**src/rtl/player_health_if.sv**
```systemverilog
// player_health_if
//   Groups the frame/hit stimulus and the health status outputs of one
//   player_health tracker.
//   master : the game-logic side; drives frame_tick/hit/damage and
//            observes health and status.
//   slave  : the player_health tracker itself.
//   Signals:
//     frame_tick    - one-cycle pulse per video frame
//     hit           - one-cycle pulse: the player was struck
//     damage[9:0]   - damage amount, meaningful only with hit
//     player_health - current health (to score counter and HUD)
//     alive         - player is in ALIVE or INVULN
//     invulnerable  - player is in INVULN
//     respawn_pulse - one-cycle pulse when health is restored after death
interface player_health_if;
  logic       frame_tick;
  logic       hit;
  logic [9:0] damage;
  logic [9:0] player_health;
  logic       alive;
  logic       invulnerable;
  logic       respawn_pulse;

  modport master (
    output frame_tick, hit, damage,
    input  player_health, alive, invulnerable, respawn_pulse
  );

  modport slave (
    input  frame_tick, hit, damage,
    output player_health, alive, invulnerable, respawn_pulse
  );
endinterface

```
**src/rtl/player_health.sv**
```systemverilog
// player_health
//   Per-player health tracker. Applies damage from hit events, enforces a
//   post-hit invulnerability window counted in frame ticks, and on a lethal
//   hit holds health at zero for a respawn delay before restoring full
//   health with spawn protection. Health sits at zero for a whole respawn
//   window so the downstream score counter sees one nonzero-to-zero edge
//   per death.
//   Parameters:
//     MAX_HEALTH     - health after reset and after respawn (1..1023)
//     INVULN_FRAMES  - frame ticks of invulnerability (1..1023)
//     RESPAWN_FRAMES - frame ticks health is held at zero (1..1023)
//   Ports:
//     Clk   - system clock, all state changes on its rising edge
//     Reset - synchronous active-high reset
//     bus   - player_health_if.slave (stimulus in, registered status out)
module player_health #(
  parameter logic [9:0] MAX_HEALTH     = 10'd100,
  parameter logic [9:0] INVULN_FRAMES  = 10'd30,
  parameter logic [9:0] RESPAWN_FRAMES = 10'd120
) (
  input  logic            Clk,
  input  logic            Reset,
  player_health_if.slave  bus
);

  typedef enum logic [1:0] {
    ST_ALIVE  = 2'd0,
    ST_INVULN = 2'd1,
    ST_DEAD   = 2'd2
  } state_t;

  state_t     state_r;
  state_t     state_s;
  logic [9:0] cnt_r;
  logic [9:0] cnt_s;
  logic [9:0] health_r;
  logic [9:0] health_s;
  logic       alive_r;
  logic       alive_s;
  logic       invuln_r;
  logic       invuln_s;
  logic       pulse_r;
  logic       pulse_s;

  // Next-state, next-counter and next-output computation.
  always_comb begin
    state_s  = state_r;
    cnt_s    = cnt_r;
    health_s = health_r;
    pulse_s  = 1'b0;

    case (state_r)
      ST_ALIVE: begin
        // A simultaneous frame_tick is deliberately not counted: the new
        // window is loaded in full.
        if (bus.hit && (bus.damage != 10'd0)) begin
          if (bus.damage >= health_r) begin
            health_s = 10'd0;
            state_s  = ST_DEAD;
            cnt_s    = RESPAWN_FRAMES;
          end else begin
            health_s = health_r - bus.damage;
            state_s  = ST_INVULN;
            cnt_s    = INVULN_FRAMES;
          end
        end else begin
          state_s = ST_ALIVE;
        end
      end

      ST_INVULN: begin
        // Hits are ignored for the whole window, including its last tick.
        if (bus.frame_tick) begin
          if (cnt_r == 10'd1) begin
            state_s = ST_ALIVE;
            cnt_s   = 10'd0;
          end else begin
            cnt_s = cnt_r - 10'd1;
          end
        end else begin
          state_s = ST_INVULN;
        end
      end

      ST_DEAD: begin
        if (bus.frame_tick) begin
          if (cnt_r == 10'd1) begin
            health_s = MAX_HEALTH;
            state_s  = ST_INVULN;
            cnt_s    = INVULN_FRAMES;
            pulse_s  = 1'b1;
          end else begin
            cnt_s = cnt_r - 10'd1;
          end
        end else begin
          state_s = ST_DEAD;
        end
      end

      default: begin
        // Unreachable encoding: recover to a full-health live player.
        state_s  = ST_ALIVE;
        cnt_s    = 10'd0;
        health_s = MAX_HEALTH;
      end
    endcase

    alive_s  = (state_s != ST_DEAD);
    invuln_s = (state_s == ST_INVULN);
  end

  // State, counter and registered output flops with synchronous reset.
  always_ff @(posedge Clk) begin
    if (Reset) begin
      state_r  <= ST_ALIVE;
      cnt_r    <= 10'd0;
      health_r <= MAX_HEALTH;
      alive_r  <= 1'b1;
      invuln_r <= 1'b0;
      pulse_r  <= 1'b0;
    end else begin
      state_r  <= state_s;
      cnt_r    <= cnt_s;
      health_r <= health_s;
      alive_r  <= alive_s;
      invuln_r <= invuln_s;
      pulse_r  <= pulse_s;
    end
  end

  assign bus.player_health = health_r;
  assign bus.alive         = alive_r;
  assign bus.invulnerable  = invuln_r;
  assign bus.respawn_pulse = pulse_r;

endmodule

```
**src/flat_wrapper.sv**
```systemverilog
// flat-port wrapper written by rule: the top's interface ports become plain ports
module player_health_flat 
#(
  parameter logic [9:0] MAX_HEALTH     = 10'd100,
  parameter logic [9:0] INVULN_FRAMES  = 10'd30,
  parameter logic [9:0] RESPAWN_FRAMES = 10'd120
)
  (Clk, Reset, bus_frame_tick, bus_hit, bus_damage, bus_player_health, bus_alive, bus_invulnerable, bus_respawn_pulse);
  player_health_if bus_i ();
  input  logic Clk;
  input  logic Reset;
  input wire logic [$bits(bus_i.frame_tick)-1:0] bus_frame_tick;
  input wire logic [$bits(bus_i.hit)-1:0] bus_hit;
  input wire logic [$bits(bus_i.damage)-1:0] bus_damage;
  output wire logic [$bits(bus_i.player_health)-1:0] bus_player_health;
  output wire logic [$bits(bus_i.alive)-1:0] bus_alive;
  output wire logic [$bits(bus_i.invulnerable)-1:0] bus_invulnerable;
  output wire logic [$bits(bus_i.respawn_pulse)-1:0] bus_respawn_pulse;
  assign bus_i.frame_tick = bus_frame_tick;
  assign bus_i.hit = bus_hit;
  assign bus_i.damage = bus_damage;
  assign bus_player_health = bus_i.player_health;
  assign bus_alive = bus_i.alive;
  assign bus_invulnerable = bus_i.invulnerable;
  assign bus_respawn_pulse = bus_i.respawn_pulse;
  player_health #(.MAX_HEALTH(MAX_HEALTH), .INVULN_FRAMES(INVULN_FRAMES), .RESPAWN_FRAMES(RESPAWN_FRAMES)) u_core (.Clk(Clk), .Reset(Reset), .bus(bus_i));
endmodule
```
**config.mk**
```make
export PLATFORM = sky130hd
export DESIGN_NAME = player_health_flat
export DESIGN_NICKNAME = d
export VERILOG_FILES = /design/src/rtl/player_health_if.sv /design/src/rtl/player_health.sv /design/src/flat_wrapper.sv
export SDC_FILE = /design/constraint.sdc
export NUM_CORES = 1
export LEC_CHECK = 0
export BUFFER_PORTS_ARGS = -buffer_cell sky130_fd_sc_hd__buf_2
export CAP_MARGIN = 20
export CELL_PAD_IN_SITES_DETAIL_PLACEMENT = 0
export CELL_PAD_IN_SITES_GLOBAL_PLACEMENT = 1
export CORE_MARGIN = 5
export CORE_UTILIZATION = 46
export CTS_CLUSTER_SIZE = 16
export DETAILED_ROUTE_END_ITERATION = 12
export GPL_TIMING_DRIVEN = 0
export MAX_ROUTING_LAYER = met4
export PLACE_DENSITY = 0.84
export SYNTH_ARGS = -nofsm -noshare
export SYNTH_HDL_FRONTEND = slang
export SYNTH_SLANG_ARGS = --single-unit
```
**constraint.sdc**
```tcl
create_clock -name Clk -period 3.84 [get_ports Clk]
set_clock_uncertainty 0.2 [all_clocks]
set_input_delay 0.384 -clock Clk [delete_from_list [all_inputs] [get_ports Clk]]
set_output_delay 0.384 -clock Clk [all_outputs]
set_load 0.01 [all_outputs]
```
* Word level (Yosys, flattened, before mapping)
Index checks and enable logic that the tools add are counted.
Storage, ports and cells: register bits after elaboration 25, latch bits 0, memory bits (writable) 0, bits in read-only memories 0, output and inout port bits 13, logic and storage cells 47, memories 0
Operators by class: $add $sub $neg 2, multipliers 0, div/mod/pow operators 0, magnitude comparators 1, equal/unequal tests 9, shift operators 0, multiplexer cells 20, bitwise logic cells 3, reduce and logical (&&, ||, !) cells 6
Operators with widths (number):
- $mux 10 | 9
- $pmux 10 s3 | 2
- $mux 2 | 6
- $eq 10x1->1 const B | 1
- $ge 10x10->1 | 1
- $reduce_bool 10->1 | 1
- $sub 10x1->10 const B | 1
- $sub 10x10->10 | 1
- $mux 7 | 1
- $ne 2x2->1 const B | 3
- $pmux 2 s3 | 1
- $eq 2x1->1 const B | 2
- $ne 2x1->1 const B | 2
- $reduce_and 4->1 | 1
- $not 1->1 | 3
- $reduce_and 3->1 | 1
- $reduce_or 3->1 | 1
- $eq 2x2->1 const B | 1
- $logic_not 2->1 | 1
- $logic_and 1x1->1 | 1
- $mux 1 | 1

* Logic depth before layout (Yosys ltp)
Gate-level depths: netlist (run 1).
depth after elaboration 5, depth in mapped cells 9, gate-level depth less buffers 9

* Worst setup path after synthesis (run 1)
Ideal clock, no wire load.
path type flip-flop to flip-flop, start reg u_core.health_r[0] (netlist: u_core.bus.player_health[0]), end reg u_core.cnt_r[6], library setup time 74 ps, arrival time 2150 ps, path slack 1416 ps, cell stages (with the launch flop) 10, period minus slack after synthesis 2424 ps, cells stage by stage dfxtp_1 inv_1 ha_1 inv_1 fa_1 a211oi_1 o21a_1 a211oi_4 or3_1 a31oi_1
Between the ends: cells in the longest elaborated chain, start to end 4
Ends and longest elaborated chain:
- start, declared | line player_health.sv:36 | logic [9:0] health_r;
- start signal, assigned | line player_health.sv:124 | health_r <= health_s;
- $ge 10x10->1 | line player_health.sv:57 | if (bus.damage >= health_r) begin
- $mux 7 | line player_health.sv:57
- $mux 10 | line player_health.sv:56 | if (bus.hit && (bus.damage != 10'd0)) begin
- $pmux 10 s3 | line player_health.sv:52 | case (state_r)
- end signal, assigned | line player_health.sv:123 | cnt_r <= cnt_s;
- end, declared | line player_health.sv:34 | logic [9:0] cnt_r;
No other way between the ends. The select of a mux whose other input is x is not followed. A chain may end at the register's enable or synchronous reset.

* Worst setup path in the final report (run 1)
start reg u_core.health_r[0] (netlist: u_core.bus.player_health[0]), end reg u_core.health_r[9] (netlist: u_core.bus.player_health[9])
Between the ends: cells in the longest elaborated chain, start to end 4
Ends and longest elaborated chain (line):
- $sub 10x10->10 or $ge 10x10->1 (tied branches) | player_health.sv:62, player_health.sv:57
- $mux 10 * | player_health.sv:57
- $mux 10 * | player_health.sv:56
- $pmux 10 s3 * | player_health.sv:52
Mark *: on every way between the ends. The rest lies on a longest branch, timed or not. The select of a mux whose other input is x is not followed.

==> results.sh, run 1 <==
export IMPL_outcome="finished clean"
export IMPL_synth_area_leaders="dfxtp_1, ha_1, a21oi_1, nor2_1, xor2_1"
export IMPL_antenna_cells=0
export IMPL_slew_viol_final=0
export IMPL_grt_first_pass_wirelength_um=8580
export IMPL_fin_ws_ns=1.09
export IMPL_fillers=401
export IMPL_rsz0062_at_grt="false"
export IMPL_first_pass_iters=4
export IMPL_powerDensity_nw_per_um2=383
export IMPL_cts_max_path_buffers=2
export IMPL_clock_sinks=25
export IMPL_wl_per_cell_um=16.0
export IMPL_dp_hpwl_um=3890
export IMPL_cp_data_required_time_ns=3.83
export IMPL_fmax_mhz=364
export IMPL_power_w=0.000846
export IMPL_cts_tree="built"
export IMPL_die_w_um=75.4
export IMPL_synth_cells=236
export IMPL_grt_pass1_vias=1750
export IMPL_routabilityCongestion=0.859
export IMPL_vias=1841
export IMPL_hold_buffers=0
export IMPL_slowest_delay_ns=0.54
export IMPL_chipHeight_um=75.4
export IMPL_dp_slack_ns=1.04
export IMPL_pin_count=27
export IMPL_critPathCaptureType="register"
export IMPL_critPathKind="register to register"
export IMPL_multi_input_area_um2=1330
export IMPL_ys_types=59
export IMPL_min_period_ns=2.75
export IMPL_syn_to_final_growth_pct=12.3
export IMPL_rows=23
export IMPL_finalHoldViolations=0
export IMPL_ff_latch_area_um2=500
export IMPL_grt_ovfl_total=0
export IMPL_synth_seq_cells=25
export IMPL_worst_slew_pin_slew_ns=0.579
export IMPL_track_usage_pct=19.9
export IMPL_viasPerCell=5.83
export IMPL_numCtsBuffers=3
export IMPL_synth_area_leader_cell="dfxtp_1"
export IMPL_cts_setup_buffers=0
export IMPL_seq_area_frac_synth_pct=25.5
export IMPL_synth_top_cell_area_share_pct=25.5
export IMPL_layout_common_cells="buf_2, a21oi_1, dfxtp_1, nor2_1"
export IMPL_crit_path_start_kind="register"
export IMPL_crit_path_max_fanout=10
export IMPL_wl_um=5050
export IMPL_crit_chain="inv_1, ha_1, inv_1, fa_1, a211oi_1, o21a_1, a211oi_4, nand3_2, o41ai_2"
export IMPL_synth_nets=263
export IMPL_clock_latency_ns=0.28
export IMPL_cts_root_buf="clkbuf_8"
export IMPL_hold_worst_slack_ns=0.209
export IMPL_critPathArrivalTime_ns=2.74
export IMPL_p_leak_nw=0.954
export IMPL_ys_async_sr_fraction_pct=0
export IMPL_ys_warnings_count=0
export IMPL_drt_initial_drc_count=109
export IMPL_drt_drc_violations_left=0
export IMPL_crit_slowest_cell="a211oi_4"
export IMPL_ant_nets=0
export IMPL_critPathMostFrequentCell="inv_1"
export IMPL_ctsResizeCount=0
export IMPL_h_tree_depth=1
export IMPL_io_buffer_count=26
export IMPL_synth_edff_count=0
export IMPL_min_period_over_period_pct=71.6
export IMPL_slew_limit_headroom_pct=60.4
export IMPL_min_path_type="input port to register"
export IMPL_grt_start_max_net_pins=17
export IMPL_initial_core_util_pct=48.4
export IMPL_postSynthAreaPerCell_um2=8.33
export IMPL_ir_drop_uv=189
export IMPL_syn_area_um2=1970
export IMPL_setup_viol=0
export IMPL_fin_setup_tns_ns=0
export IMPL_synth_top_flop_cell="dfxtp_1"
export IMPL_core_area_um2=4060
export IMPL_final_common_cell="buf_2"
export IMPL_cap_viol_max_count=0
export IMPL_nets=294
export IMPL_die_area_um2=5680
export IMPL_antenna_found_initial=0
export IMPL_drive_gt1_share_pct=22.2
export IMPL_clk_pin_slew_worst_paths_ns=0.11
cells by family (layout without fill, tap and decap cells):
logic type | count (synthesis) | after routing | synth area share (%)
and+or+nand+nor | 82 | 82 | 24.4
AOI/OAI and AO/OA | 77 | 77 | 27.9
buffers and inverters | 26 | 56 | 6.68
DFF | 25 | 25 | 25.5
adders and majority gates | 13 | 13 | 8.66
xor gates and xnor gates | 10 | 10 | 4.46
muxes | 3 | 3 | 2.42
area by class of cell:
class	instances	area share [%]
Buffer	13	3.74
Clock buffer	3	1.87
Sequential cell	25	22.7
Tap cell	50	2.83
Timing Repair Buffer	26	5.89
Clock inverter	1	0.397
Inverter	13	2.21
Multi-Input combinational cell	185	60.4
Yosys cell counts (2+ instances only):
library cell and count:
o31ai_1 6, o21ai_0 9, nand2_1 13, xor2_1 6, nand4b_1 2, clkbuf_2 2
nand2b_1 5, dfxtp_1 25, a21oi_1 27, a31oi_1 2, a2111oi_0 2, and2_1 3
buf_6 2, buf_2 7, o2111ai_1 2, nand3b_1 3, nor2b_1 4, o211ai_1 2
nand4_1 4, a21o_1 4, buf_4 2, nor4_1 3, inv_1 13, nor3_1 6
a22oi_1 2, a211oi_1 3, nand3_1 4, nor2_1 18, or3_1 4, xnor2_1 4
o21a_1 6, or3_2 2, o2111a_1 2, ha_1 12
final timing paths:
check | start | to | slack (ns) | cells past startpoint
setup / recovery | u_core.bus.player_health[0] | u_core.bus.player_health[9] | 1.09 | 9
hold / removal | Reset | u_core.bus.alive | 0.21 | 3
setup reg to reg | u_core.bus.player_health[0] | u_core.bus.player_health[9] | 1.09 | 9
hold reg to reg | u_core.bus.player_health[3] | u_core.bus.player_health[3] | 0.28 | 2
report_power, final:
part           internal, W  switching (W)  total, W
Sequential        0.000288      0.0000298  0.000318
Clock            0.0000763      0.0000998  0.000176
Combinational     0.000147       0.000205  0.000352
critical path, delay by kind of cell (launching register included):
family	cells	cell delay (ns)
fa+ha+maj	2	0.45
simple gates	1	0.24
flops	1	0.37
buf+inv	2	0.13
compound gates	4	1.26
metrics by stage:
stage	std cells	instance area [µm²]	utilization, %
2_1_floorplan	236	1970	-
3_3_place_gp	312	2160	53.2
3_5_place_dp	312	2160	53.2
4_1_cts	316	2210	54.4
5_1_grt	316	2210	54.4
6_report	316	2210	54.4
state kept, by name (all words and copies together), names as in the netlist:
register	cells
u_core.bus.respawn_pulse	1
u_core.bus.alive	1
u_core.bus.invulnerable	1
u_core.bus.player_health	10
u_core.cnt_r	10
u_core.state_r	2
layer usage:
layer,up-vias,track usage [%],wire length (µm)
li1,929,-,-
met1,872,28.2,2550
met2,36,31.1,2260
met3,4,2.37,208
met4,0,3.50,30
met5,-,-,0
(Power assumes the default switching activity.)
==> inputs of run 2 (changes only) <==
--- a/config.mk
+++ b/config.mk
@@ -10,12 +10,12 @@
 export CELL_PAD_IN_SITES_DETAIL_PLACEMENT = 0
 export CELL_PAD_IN_SITES_GLOBAL_PLACEMENT = 1
 export CORE_MARGIN = 5
-export CORE_UTILIZATION = 46
+export CORE_UTILIZATION = 43
 export CTS_CLUSTER_SIZE = 16
 export DETAILED_ROUTE_END_ITERATION = 12
 export GPL_TIMING_DRIVEN = 0
 export MAX_ROUTING_LAYER = met4
-export PLACE_DENSITY = 0.84
+export PLACE_DENSITY = 0.8
 export SYNTH_ARGS = -nofsm -noshare
 export SYNTH_HDL_FRONTEND = slang
 export SYNTH_SLANG_ARGS = --single-unit
==> constraint.sdc (replaced) <==
create_clock -name Clk -period 2.6 [get_ports Clk]
set_clock_uncertainty 0.2 [all_clocks]
set_input_delay 0.26 -clock Clk [delete_from_list [all_inputs] [get_ports Clk]]
set_output_delay 0.26 -clock Clk [all_outputs]
set_load 0.01 [all_outputs]
==> results.sh, run 2 (synthesis results as in run 1) <==
export IMPL_crit_path_start_kind="register"
export IMPL_crit_path_max_fanout=6
export IMPL_crit_family="compound AO/OA/AOI/OAI gates"
export IMPL_crit_slowest_cell="a211oi_4"
export IMPL_antenna_cells=0
export IMPL_min_period_ns=2.46
export IMPL_fin_ws_ns=0.138
export IMPL_cp_startpoint="u_core.bus.player_health[0]"
export IMPL_crit_reg2reg_launch="u_core.bus.player_health[0]"
export IMPL_clock_latency_ns=0.28
export IMPL_fin_setup_tns_ns=0
export IMPL_wl_um=5020
export IMPL_cts_root_buf="clkbuf_8"
export IMPL_grt_first_pass_wirelength_um=8180
export IMPL_die_w_um=77.6
export IMPL_rsz0062_at_grt="false"
export IMPL_crit_buf_inv=3
export IMPL_clk_pin_slew_worst_paths_ns=0.11
export IMPL_die_area_um2=6020
export IMPL_cap_viol_max_count=0
export IMPL_min_path_type="input port to register"
export IMPL_crit_cells=10
export IMPL_drive_gt1_share_pct=25.6
export IMPL_slew_limit_headroom_pct=59.6
export IMPL_regToRegEndpoint="u_core.cnt_r[5]"
export IMPL_io_buffer_count=26
export IMPL_viasPerCell=5.70
export IMPL_grt_start_max_net_pins=17
export IMPL_finalHoldViolations=0
export IMPL_p_leak_nw=0.976
export IMPL_setup_worst_path_end="u_core.cnt_r[5]"
export IMPL_rrSetupSlack_ns=0.14
export IMPL_layout_common_cells="buf_2, a21oi_1, dfxtp_1, nor2_1"
export IMPL_nets=298
export IMPL_powerDensity_nw_per_um2=557
export IMPL_ir_drop_uv=265
export IMPL_min_period_over_period_pct=94.7
export IMPL_vias=1836
export IMPL_routabilityCongestion=0.808
export IMPL_cts_max_path_buffers=2
export IMPL_setup_viol=0
export IMPL_core_area_um2=4380
export IMPL_grt_ovfl_total=0
export IMPL_clock_sinks=25
export IMPL_dp_hpwl_um=3880
export IMPL_cts_tree="built"
export IMPL_ant_nets=0
export IMPL_final_common_cell="buf_2"
export IMPL_slowest_delay_ns=0.42
export IMPL_outcome="finished clean"
export IMPL_pin_count=27
export IMPL_drt_drc_violations_left=0
export IMPL_slew_viol_final=0
export IMPL_critPathCaptureType="register"
export IMPL_wl_per_cell_um=15.6
export IMPL_track_usage_pct=16.6
export IMPL_antenna_found_initial=0
export IMPL_critPathKind="register to register"
export IMPL_first_pass_iters=4
export IMPL_h_tree_depth=1
export IMPL_crit_chain="inv_1, ha_1, inv_1, fa_2, a211oi_2, o21a_2, a211oi_4, buf_4, a2bb2oi_1, o31ai_1"
export IMPL_critPathArrivalTime_ns=2.43
export IMPL_grt_pass1_vias=1674
export IMPL_initial_core_util_pct=44.8
export IMPL_worst_r2r_path_depth=10
export IMPL_rows=24
export IMPL_syn_to_final_growth_pct=15.3
export IMPL_hold_worst_slack_ns=0.0936
export IMPL_numCtsBuffers=3
export IMPL_drt_initial_drc_count=79
export IMPL_critPathMostFrequentCell="inv_1"
export IMPL_fmax_mhz=406
export IMPL_dp_slack_ns=-0.0951
export IMPL_hold_buffers=0
export IMPL_chipHeight_um=77.6
export IMPL_cp_data_required_time_ns=2.57
export IMPL_worst_slew_pin_slew_ns=0.605
==> run 2: timing repair <==
action,CTS,global route
setup buffers,2,2
gates resized for setup,1,6
gates cloned,0,0
setup endpoints to repair,8,11
pin swaps,1,3
==> run 2: report_power, final <==
part	total, W	switching, W	internal, W
Clock	0.000261	0.000148	0.000113
Combinational	0.000533	0.000307	0.000226
Sequential	0.000469	0.0000433	0.000426
Total	0.00126	0.000498	0.000765
==> run 2: per-stage QoR <==
stage               cells  instance area [µm²]  utilization (%)  power (W)
floorplan             236                 1970                -   0.000866
global placement      314                 2160             49.3   0.000989
detailed placement    314                 2160             49.3   0.000990
CTS                   320                 2230             50.9    0.00126
global route          322                 2270             51.7    0.00136
finish                322                 2270             51.7    0.00126
==> run 2: layer usage <==
metal / track usage (%) / part of all wire (%)
met5: - / 0
met4: 1.55 / 0.26
met3: 2.55 / 4.9
met2: 24.6 / 45
met1: 24.7 / 50
==> run 2: worst register-to-register path: stages (launching register included) <==
cell,delay (ns)
dfxtp_2,0.35
inv_1,0.04
ha_1,0.22
inv_1,0.08
fa_2,0.23
a211oi_2,0.09
o21a_2,0.26
a211oi_4,0.42
buf_4,0.22
a2bb2oi_1,0.16
o31ai_1,0.08
==> run 2: cell type report <==
class,instances,area (µm²)
Buffer,13,82.6
Clock buffer,3,41.3
Clock inverter,1,8.76
Fill cell,469,2120
Inverter,13,48.8
Multi-Input combinational cell,185,1360
Sequential cell,25,502
Tap cell,52,65.1
Timing Repair Buffer,30,160
==> run 2: how the worst min path moves through the flow <==
stage	from	endpoint	slack [ns]	depth (start not counted)
2_1_floorplan	Reset	u_core.bus.alive	0.20	2
3_3_place_gp	u_core.bus.player_health[0]	u_core.bus.player_health[0]	0.26	2
3_5_place_dp	u_core.bus.player_health[0]	u_core.bus.player_health[0]	0.26	2
4_1_cts	Reset	u_core.bus.alive	0.08	3
5_1_grt	bus_frame_tick	u_core.bus.respawn_pulse	0.10	3
6_report	Reset	u_core.bus.alive	0.09	3
